`config.mk`:
```
export PLATFORM = sky130hd
export DESIGN_NAME = request_scheduler
export DESIGN_NICKNAME = d
export VERILOG_FILES = /design/src/rtl/request_scheduler.sv
export SDC_FILE = /design/constraint.sdc
export NUM_CORES = 1
export LEC_CHECK = 0
export CORE_MARGIN = 1.5
export CORE_UTILIZATION = 40
export CTS_CLUSTER_SIZE = 40
export DETAILED_ROUTE_END_ITERATION = 7
export HOLD_SLACK_MARGIN = 0.05
export SKIP_LAST_GASP = 1
export SLEW_MARGIN = 20
export SYNTH_ARGS = -nofsm -noshare
export SYNTH_HDL_FRONTEND = slang
export SYNTH_SLANG_ARGS = --single-unit
```
`constraint.sdc`:
```
create_clock -name clk -period 2 [get_ports clk]
set_clock_uncertainty 0.2 [all_clocks]
set_input_delay 0.3 -clock clk [delete_from_list [all_inputs] [get_ports clk]]
set_output_delay 0.3 -clock clk [all_outputs]
set_load 0.05 [all_outputs]
```
`src/rtl/request_scheduler.sv`:
```
// Traffic request scheduler: latches three requests and offers one phase at a time to the light
// sequencer. Optional macro PED_PRIORITY_EN lets a pending pedestrian request beat round-robin.
module request_scheduler #(
  parameter int unsigned MAX_WAIT = 200,
  parameter int unsigned CNT_W    = 8
) (
  input  logic       clk,
  input  logic       reset_n,
  input  logic       la_rue_sensor,
  input  logic       orchard_sensor,
  input  logic       pedestrian_sensor,
  input  logic       grant_ready,
  input  logic       phase_done,
  output logic       grant_valid,
  output logic [1:0] grant_phase,
  output logic [2:0] pending,
  output logic [2:0] starve_alarm
);

  localparam logic [1:0] StIdle  = 2'd0;
  localparam logic [1:0] StOffer = 2'd1;
  localparam logic [1:0] StServe = 2'd2;

  localparam logic [1:0]       PhaseNone = 2'd3;
  localparam logic [CNT_W-1:0] CntMax    = '1;

  logic [1:0]       state_q, state_d;
  logic [1:0]       phase_q, phase_d;
  logic [1:0]       last_q, last_d;
  logic [2:0]       pending_q, pending_d;
  logic [CNT_W-1:0] cnt_q [3];
  logic [CNT_W-1:0] cnt_d [3];

  logic [2:0] sensor_req;
  logic [2:0] accept_vec;
  logic [2:0] starved;
  logic [1:0] rr_first;
  logic [1:0] winner;
  logic       accept;

  // Returns the first requester set in req, scanning first, first+1, first+2 (mod 3).
  function automatic logic [1:0] rr_pick(input logic [2:0] req, input logic [1:0] first);
    logic [1:0] c1, c2, c3;
    c1 = first;
    c2 = (c1 == 2'd2) ? 2'd0 : c1 + 2'd1;
    c3 = (c2 == 2'd2) ? 2'd0 : c2 + 2'd1;
    if (req[c1])      return c1;
    else if (req[c2]) return c2;
    else if (req[c3]) return c3;
    else              return PhaseNone;
  endfunction

  // Pedestrian button is active-low; normalise everything to active-high here.
  assign sensor_req = {~pedestrian_sensor, orchard_sensor, la_rue_sensor};
  assign accept     = (state_q == StOffer) && grant_ready;

  always_comb begin
    accept_vec = 3'b000;
    for (int i = 0; i < 3; i++) begin
      accept_vec[i] = accept && (phase_q == 2'(i));
      starve_alarm[i] = 32'(cnt_q[i]) >= MAX_WAIT;
    end
  end

  assign starved  = starve_alarm & pending_q;
  assign rr_first = (last_q == 2'd2) ? 2'd0 : last_q + 2'd1;

  always_comb begin
    winner = PhaseNone;
    if (starved[0])      winner = 2'd0;
    else if (starved[1]) winner = 2'd1;
    else if (starved[2]) winner = 2'd2;
`ifdef PED_PRIORITY_EN
    else if (pending_q[2]) winner = 2'd2;
`endif
    else winner = rr_pick(pending_q, rr_first);
  end

  always_comb begin
    state_d = state_q;
    phase_d = phase_q;
    last_d  = last_q;
    case (state_q)
      StIdle: begin
        phase_d = PhaseNone;
        if (pending_q != 3'b000) begin
          state_d = StOffer;
          phase_d = winner;
        end
      end
      StOffer: begin
        if (grant_ready) state_d = StServe;
      end
      StServe: begin
        if (phase_done) begin
          state_d = StIdle;
          last_d  = phase_q;
          phase_d = PhaseNone;
        end
      end
      default: begin
        state_d = StIdle;
        phase_d = PhaseNone;
      end
    endcase
  end

  // A set arriving in the accept cycle loses; the still-held sensor re-sets it next edge.
  assign pending_d = (pending_q | sensor_req) & ~accept_vec;

  always_comb begin
    for (int i = 0; i < 3; i++) begin
      cnt_d[i] = cnt_q[i];
      if (accept_vec[i]) begin
        cnt_d[i] = '0;
      end else if (pending_q[i] && (cnt_q[i] != CntMax)) begin
        cnt_d[i] = cnt_q[i] + CNT_W'(1);
      end
    end
  end

  always_ff @(posedge clk) begin
    if (!reset_n) begin
      state_q   <= StIdle;
      phase_q   <= PhaseNone;
      last_q    <= 2'd2;
      pending_q <= 3'b000;
      for (int i = 0; i < 3; i++) cnt_q[i] <= '0;
    end else begin
      state_q   <= state_d;
      phase_q   <= phase_d;
      last_q    <= last_d;
      pending_q <= pending_d;
      for (int i = 0; i < 3; i++) cnt_q[i] <= cnt_d[i];
    end
  end

  assign grant_valid = (state_q == StOffer);
  assign grant_phase = phase_q;
  assign pending     = pending_q;

endmodule

```
==> results of run 1 <==
==> final cells by class <==
cell class	instances	area [um2]
fill	378	1990
multi-input combinational	140	998
sequential	33	661
timing repair buffer	21	210
clock buffer	7	86.3
tap	50	62.6
inverter	12	45.0
clock inverter	1	30.0
==> cells by family after synthesis <==
family	count (synthesis)	synth area share [%]
compound gates	39	21.7
xor+xnor	11	5.55
fa+ha+maj	6	4.32
buf+inv	18	4.47
flops	33	38.0
mux	6	3.46
simple gates	78	22.5
==> sequential cells by signal (all words and copies together), names as in the netlist <==
name         cells
state_q          2
last_q           2
cnt_q           24
grant_phase      2
pending          3
==> metal layers <==
| layer | part of all wire [%] | vias up | global-route usage [%] |
|---|---|---|---|
| li1 | - | 737 | - |
| met1 | 48 | 688 | 22.4 |
| met2 | 47 | 32 | 28.4 |
| met3 | 3.9 | 6 | 3.90 |
| met4 | 1.5 | 0 | 7.11 |
| met5 | 0 | - | 0 |
==> Yosys cell counts, types with 2 or more instances <==
master / n
sky130_fd_sc_hd__o311a_1: 2
sky130_fd_sc_hd__nand3_1: 6
sky130_fd_sc_hd__nand2_1: 12
sky130_fd_sc_hd__and4_1: 2
sky130_fd_sc_hd__o211ai_1: 2
sky130_fd_sc_hd__dfxtp_1: 33
sky130_fd_sc_hd__nor4_1: 4
sky130_fd_sc_hd__o21ai_0: 3
sky130_fd_sc_hd__a311oi_1: 2
sky130_fd_sc_hd__xor2_1: 3
sky130_fd_sc_hd__o41ai_4: 3
sky130_fd_sc_hd__and3_1: 4
sky130_fd_sc_hd__nor3_1: 7
sky130_fd_sc_hd__a31oi_1: 3
sky130_fd_sc_hd__nor2_1: 28
sky130_fd_sc_hd__a21oi_1: 7
sky130_fd_sc_hd__o21a_1: 2
sky130_fd_sc_hd__ha_1: 6
sky130_fd_sc_hd__nand4_1: 3
sky130_fd_sc_hd__buf_2: 4
sky130_fd_sc_hd__xnor2_1: 8
sky130_fd_sc_hd__nor3b_1: 3
sky130_fd_sc_hd__nor2b_1: 3
sky130_fd_sc_hd__inv_1: 11
sky130_fd_sc_hd__mux2i_1: 6
==> metrics by stage <==
stage / total power (W) / area (um2) / util (%) / setup WS [ns]
floorplan: 0.000881 / 1740 / - / 0.0852
global placement: 0.000952 / 1980 / 48.4 / 0.193
detailed placement: 0.000963 / 1980 / 48.4 / 0.149
CTS: 0.00159 / 2090 / 51.2 / 0.226
global route: 0.00165 / 2090 / 51.2 / 0.150
finish: 0.00158 / 2090 / 51.2 / 0.232
==> where the power goes <==
group	total, W	switching, W	internal (W)	leakage (nW)
combinational	0.000223	0.000127	0.0000964	0.481
clock	0.000630	0.000224	0.000406	0.0585
sequential	0.000724	0.0000402	0.000684	0.269
total	0.00158	0.000391	0.00119	0.808
==> worst paths after layout <==
check,start,to,cells past startpoint
worst max-delay path,cnt_q[0][19],starve_alarm[2],2
worst min-delay path,last_q[1],last_q[1],2
worst max register to register,cnt_q[0][17],cnt_q[0][21],5
worst min register to register,last_q[1],last_q[1],2
==> critical path: stages (launching register included) <==
cell and delay, ns:
sky130_fd_sc_hd__dfxtp_1 0.37, sky130_fd_sc_hd__o311a_4 0.42, sky130_fd_sc_hd__buf_4 0.20
==> out/results.txt, run 1 <==
The final worst-path cycle share is 88.4%, and the total via count after detailed routing is 1463. In this run the static leakage power is 0.808 nW. Hold is met by 0.328 ns. STA classifies the critical path endpoint as a primary output. For this design, the sink count on the clock tree is 33.

Hold repair after CTS inserted 0 buffers. Global routing used 17.5% of the available tracks across all layers. At the end of routability-driven placement, the weighted congestion stood at 0.801. Number of buffers added by the clock tree synthesis step: 5. The tightest min-delay check is of the reg2reg type. The tools report the count of cells resized by post-cts repair as 0. The run gives 38.0% as the share of the yosys chip area belonging to registers. The detail route stage leaves a number of antenna-violating nets equal to 0. Counting along the longest clock path gives a buffer depth of 2. Yosys printed 0 warnings. The logs give 23 for the row count and 42.5% for the starting density of the core.

The run finished with clean final reports. The die is 68.9 um tall. The max-cap check violation count was 0; the HPWL after detailed placement was 2.78 mm. Of all nets on the critical path, the largest fanout is 6. For the peak supply drop, the log shows 0.503 mV.

The number of hold violations in the final report is 0, and the maximum number of pins on one net before global-route repair is 12. In the routed design, unresolved DRC markers number 0. The run gives 1740 um2 as the netlist area before placement.

Setup total negative slack on the finished layout was measured at 0 ns. The library cell used most frequently in the layout, excluding fill and tap cells, is sky130_fd_sc_hd__dfxtp_1. The power per cell area is 754 nW/um2. The logs give 68.7% for the headroom to the max-slew limit and 0 for the total congestion overflow after global routing. The most used flip-flop cell after synthesis is sky130_fd_sc_hd__dfxtp_1.

The async set-or-reset flop fraction in the synthesized netlist came out at 0%. For the finished layout, the period the worst path requires is 1.77 ns. Initial antenna violation count: 0. The synthesized flop and latch total was 33.

The clock tree synthesis step divided the H-tree into 2 levels. The logs give 264 for the non-filler instance count after layout and 0.28 ns for the clock insertion delay at the later pin of the skew report. In the layout the commonest cells are 33 x sky130_fd_sc_hd__dfxtp_1, 28 x sky130_fd_sc_hd__nor2_1, 12 x sky130_fd_sc_hd__nand2_1, 12 x sky130_fd_sc_hd__buf_4, 11 x sky130_fd_sc_hd__inv_1. In the post-synthesis netlist, the biggest area contributors are sky130_fd_sc_hd__dfxtp_1 38%, sky130_fd_sc_hd__nor2_1 6.1%, sky130_fd_sc_hd__o41ai_4 4.8%.

The tools report the category of the worst setup path launch point as a flop. For the pin with the worst max-slew slack, the measured transition is 0.468 ns. The cell type with the largest total area after synthesis is sky130_fd_sc_hd__dfxtp_1.

The setup path with the least slack is of type reg2out. Setup repair after global routing left no endpoint under its margin. The area share of the largest cell type after synthesis was 38.0%; the arrival time at the worst endpoint was 1.27 ns.

The cell sitting at the root of the clock tree is a sky130_fd_sc_hd__clkbuf_8. The via count of the first global-routing pass was 1404; the violation count after the first detailed-route iteration was 50. The tools report the final-stage net count as 226.

From synthesis to final layout, the design area changed by 20.5%. For the worst setup path, the data required time is 1.50 ns. The run gives 204 as the synthesized netlist net count. Total die area: 4750 um2.

A synthesized cell averages 9.09 um2. Setup violations remaining at the end of the flow were counted as 0. The number of vias per cell is 5.54. TritonCTS built the clock tree. The routed wire length per instance was 13.8 um; the synthesized instance count was 191.

The post-CTS repair timing setup buffer count came out at 0. The number of pins with negative max-slew slack in the final report is 0, and the cell count after placement is 256. The width of the chip was 68.9 um; the number of enable-type register cells in the synthesized netlist was 0.

The run gives 3.64 mm as the routed wire length. Setup slack on the worst reg-to-reg path comes out at 0.36 ns. The clock transition at the registers of the reported paths works out to 0.07 ns.

The antenna diode count came out at 0. The number of different library cells used by synthesis comes to 49. The number of buffers inserted by port buffering is 15.

The first detailed-routing pass ran for 6 iterations. The fmax came out at 566 MHz. The layout cell share with drive strength beyond 1 was 15.4%; the top-level port count was 16. For the wire length of the first global-routing pass, the log shows 6.15 mm. The total area inside the core boundary comes to 4090 um2.
Power figures use the tool's default switching activity.
==> inputs of run 2 (changes only) <==
--- a/config.mk
+++ b/config.mk
@@ -9,6 +9,7 @@
 export CORE_UTILIZATION = 40
 export CTS_CLUSTER_SIZE = 40
 export DETAILED_ROUTE_END_ITERATION = 7
+export GPL_ROUTABILITY_DRIVEN = 0
 export HOLD_SLACK_MARGIN = 0.05
 export SKIP_LAST_GASP = 1
 export SLEW_MARGIN = 20
==> results of run 2 <==
The final DEF is identical to that of run 1; final timing and power are the same.
==> inputs of run 3 (changes only) <==
--- a/config.mk
+++ b/config.mk
@@ -6,7 +6,8 @@
 export NUM_CORES = 1
 export LEC_CHECK = 0
 export CORE_MARGIN = 1.5
-export CORE_UTILIZATION = 40
+export CORE_UTILIZATION = 31
+export CTS_CLUSTER_DIAMETER = 100
 export CTS_CLUSTER_SIZE = 40
 export DETAILED_ROUTE_END_ITERATION = 7
 export GPL_ROUTABILITY_DRIVEN = 0
==> run 3 against run 2 <==
Combinational power barely moved. Register-to-register slack improved by 0.03 ns. Final cell count rose by 8.3%. Global-route usage fell by 4.9 points. Sequential share of layout area fell by 0.59 points. Critical endpoint unchanged.
==> out/results.txt, run 3 (synthesized netlist as in run 1, its figures left out) <==
The core region is 5440 um2. The global routing usage summed across all routing layers is 12.5%, and the required time at the worst-slack endpoint is 1.50 ns. The routed design has 3.46 mm of wire.

The tools report the total negative slack for setup checks as 0 ns. The tools report the final-stage net count as 226. CTS built an H-tree with a depth of 2. The routed wire length per instance works out to 12.1 um. The worst reg-to-reg path cell count works out to 5. cnt_q holds more flip-flops than any other register. The wire length of the first global-routing pass was 5.98 mm; the power per cell area was 747 nW/um2. Once detail routing completed, the nets flagged for antenna violations numbered 0. For the finished layout, the period the worst path requires is 1.77 ns. In this run the tool buffered the top-level ports with 15 buffer cells. The total of fill cells in the finished design is 548, and the number of vias per cell is 4.98.

In this run the worst hold path is classified as reg2reg. Detailed placement finished with a half-perimeter wire length of 2.54 mm. The clock passes through at most 2 buffers. Data on the critical path arrives at its endpoint at 1.27 ns. For this run the aggregate overflow at the end of global routing stands at 0. 0 antenna diodes ended up in the layout.

Derived from the worst setup path, the maximum achievable clock frequency is 565 MHz. The critical path in this run is classified as reg2out. The width of the chip is 77.8 um.

The die height was 77.8 um; the leakage power of the design was 0.812 nW. Number of pins with negative max-slew slack in the final report: 0. The final core area utilization was 39.2%. Row generation in the floorplan step produced 27 rows. The clock tree root driver cell is sky130_fd_sc_hd__clkbuf_8. The number of flip-flops in the largest register is 24, and the total die area is 6060 um2. VDD sags by at most 0.420 mV.

The slew at the pin with the worst max-slew slack is 0.447 ns. TritonCTS built the clock tree. The layout cell share with drive strength beyond 1 was 15.4%; the total via count after detailed routing was 1425.

The initial antenna violation count was 0. The run finished with clean final reports. After layout, the worst path uses 88.4% of the clock period. The detailed router finished its first iteration with 66 violations. The worst setup path is launched from a flop. The hold-critical path depth works out to 2. Setup repair after global routing left no endpoint under its margin. The top-level port count was 16. The area growth from synthesis to layout is 22.8%. The total DRC errors in the routed layout was 0. For this configuration, the core starts out at a cell density of 31.9%.

Setup violations remaining at the end of the flow were counted as 0. For the count of cells resized by post-cts repair, the log shows 0. The tools report the non-filler instance count after layout as 286.

The number of hold violations in the final report came out at 0. The first-pass iteration count of the detailed router came out at 5. STA classifies the critical path endpoint as a primary output. Leaving out fill and tap cells, the most frequent cells in the layout are 33 x sky130_fd_sc_hd__dfxtp_1, 28 x sky130_fd_sc_hd__nor2_1, 12 x sky130_fd_sc_hd__nand2_1. Most common library cell in the layout ignoring fill and taps: sky130_fd_sc_hd__dfxtp_1. The clock transition at the registers of the reported paths works out to 0.07 ns. The headroom to the max-slew limit was 70.2%; the clock insertion delay at the later pin of the skew report was 0.28 ns. The max-cap check violation count is 0. In this run, placement finished with an instance count of 278.

Clock tree synthesis inserted a total of 5 buffers. The number of setup buffers added after CTS is 0. For the via count of the first global-routing pass, the log shows 1302. Entering global routing, the biggest net connects 12 pins. Along the worst path, the maximum fanout reaches 6. For the number of clock sinks, the log shows 33. Hold is met by 0.320 ns. The run gives 0 as the number of buffers inserted by hold repair at cts.
-- run 3: cell counts in the layout (fill, tap and decap cells not counted) --
Identical to the previous run, type by type.
-- run 3: worst max-delay path, cell delays in order, from the launching register on --
cell and delay, ns:
sky130_fd_sc_hd__dfxtp_1 0.37, sky130_fd_sc_hd__o311a_4 0.42, sky130_fd_sc_hd__buf_4 0.20
-- run 3: routing by layer --
| layer | track usage, % | vias to the layer above | routed length [um] |
|---|---|---|---|
| li1 | - | 734 | - |
| met1 | 16.6 | 660 | 1730 |
| met2 | 18.3 | 23 | 1520 |
| met5 | 0 | - | 0 |
| met3 | 4.12 | 8 | 141 |
| met4 | 5.64 | 0 | 56 |
-- run 3: final timing paths --
check | slack, ns | end | startpoint
min reg2reg | 0.32 | cnt_q[0][13] | cnt_q[0][13]
min | 0.32 | cnt_q[0][13] | cnt_q[0][13]
max reg2reg | 0.39 | cnt_q[0][1] | cnt_q[0][1]
max | 0.23 | starve_alarm[2] | cnt_q[0][19]
-- run 3: area by class of cell --
type	count	area [um2]	area share (%)
multi-input combinational	140	998	46.8
sequential	33	661	31.0
timing repair buffer	21	223	10.4
tap	72	90.1	4.22
clock buffer	7	86.3	4.05
inverter	12	45.0	2.11
clock inverter	1	30.0	1.41
-- run 3: metrics by stage --
| step | cell area, um2 | setup slack [ns] | power (W) |
|---|---|---|---|
| after detailed placement | 2020 | 0.155 | 0.000962 |
| after CTS | 2130 | 0.212 | 0.00162 |
| final | 2130 | 0.231 | 0.00159 |
| after floorplan | 1740 | 0.0852 | 0.000881 |
| after global routing | 2130 | 0.166 | 0.00168 |
| after global placement | 2020 | 0.178 | 0.000959 |
-- run 3: report_power, final --
group	internal (W)	total, W	leakage (nW)	switching [W]
clock network	0.000406	0.000649	0.0585	0.000243
logic	0.0000996	0.000221	0.485	0.000121
registers	0.000684	0.000724	0.269	0.0000396
total	0.00119	0.00159	0.812	0.000404
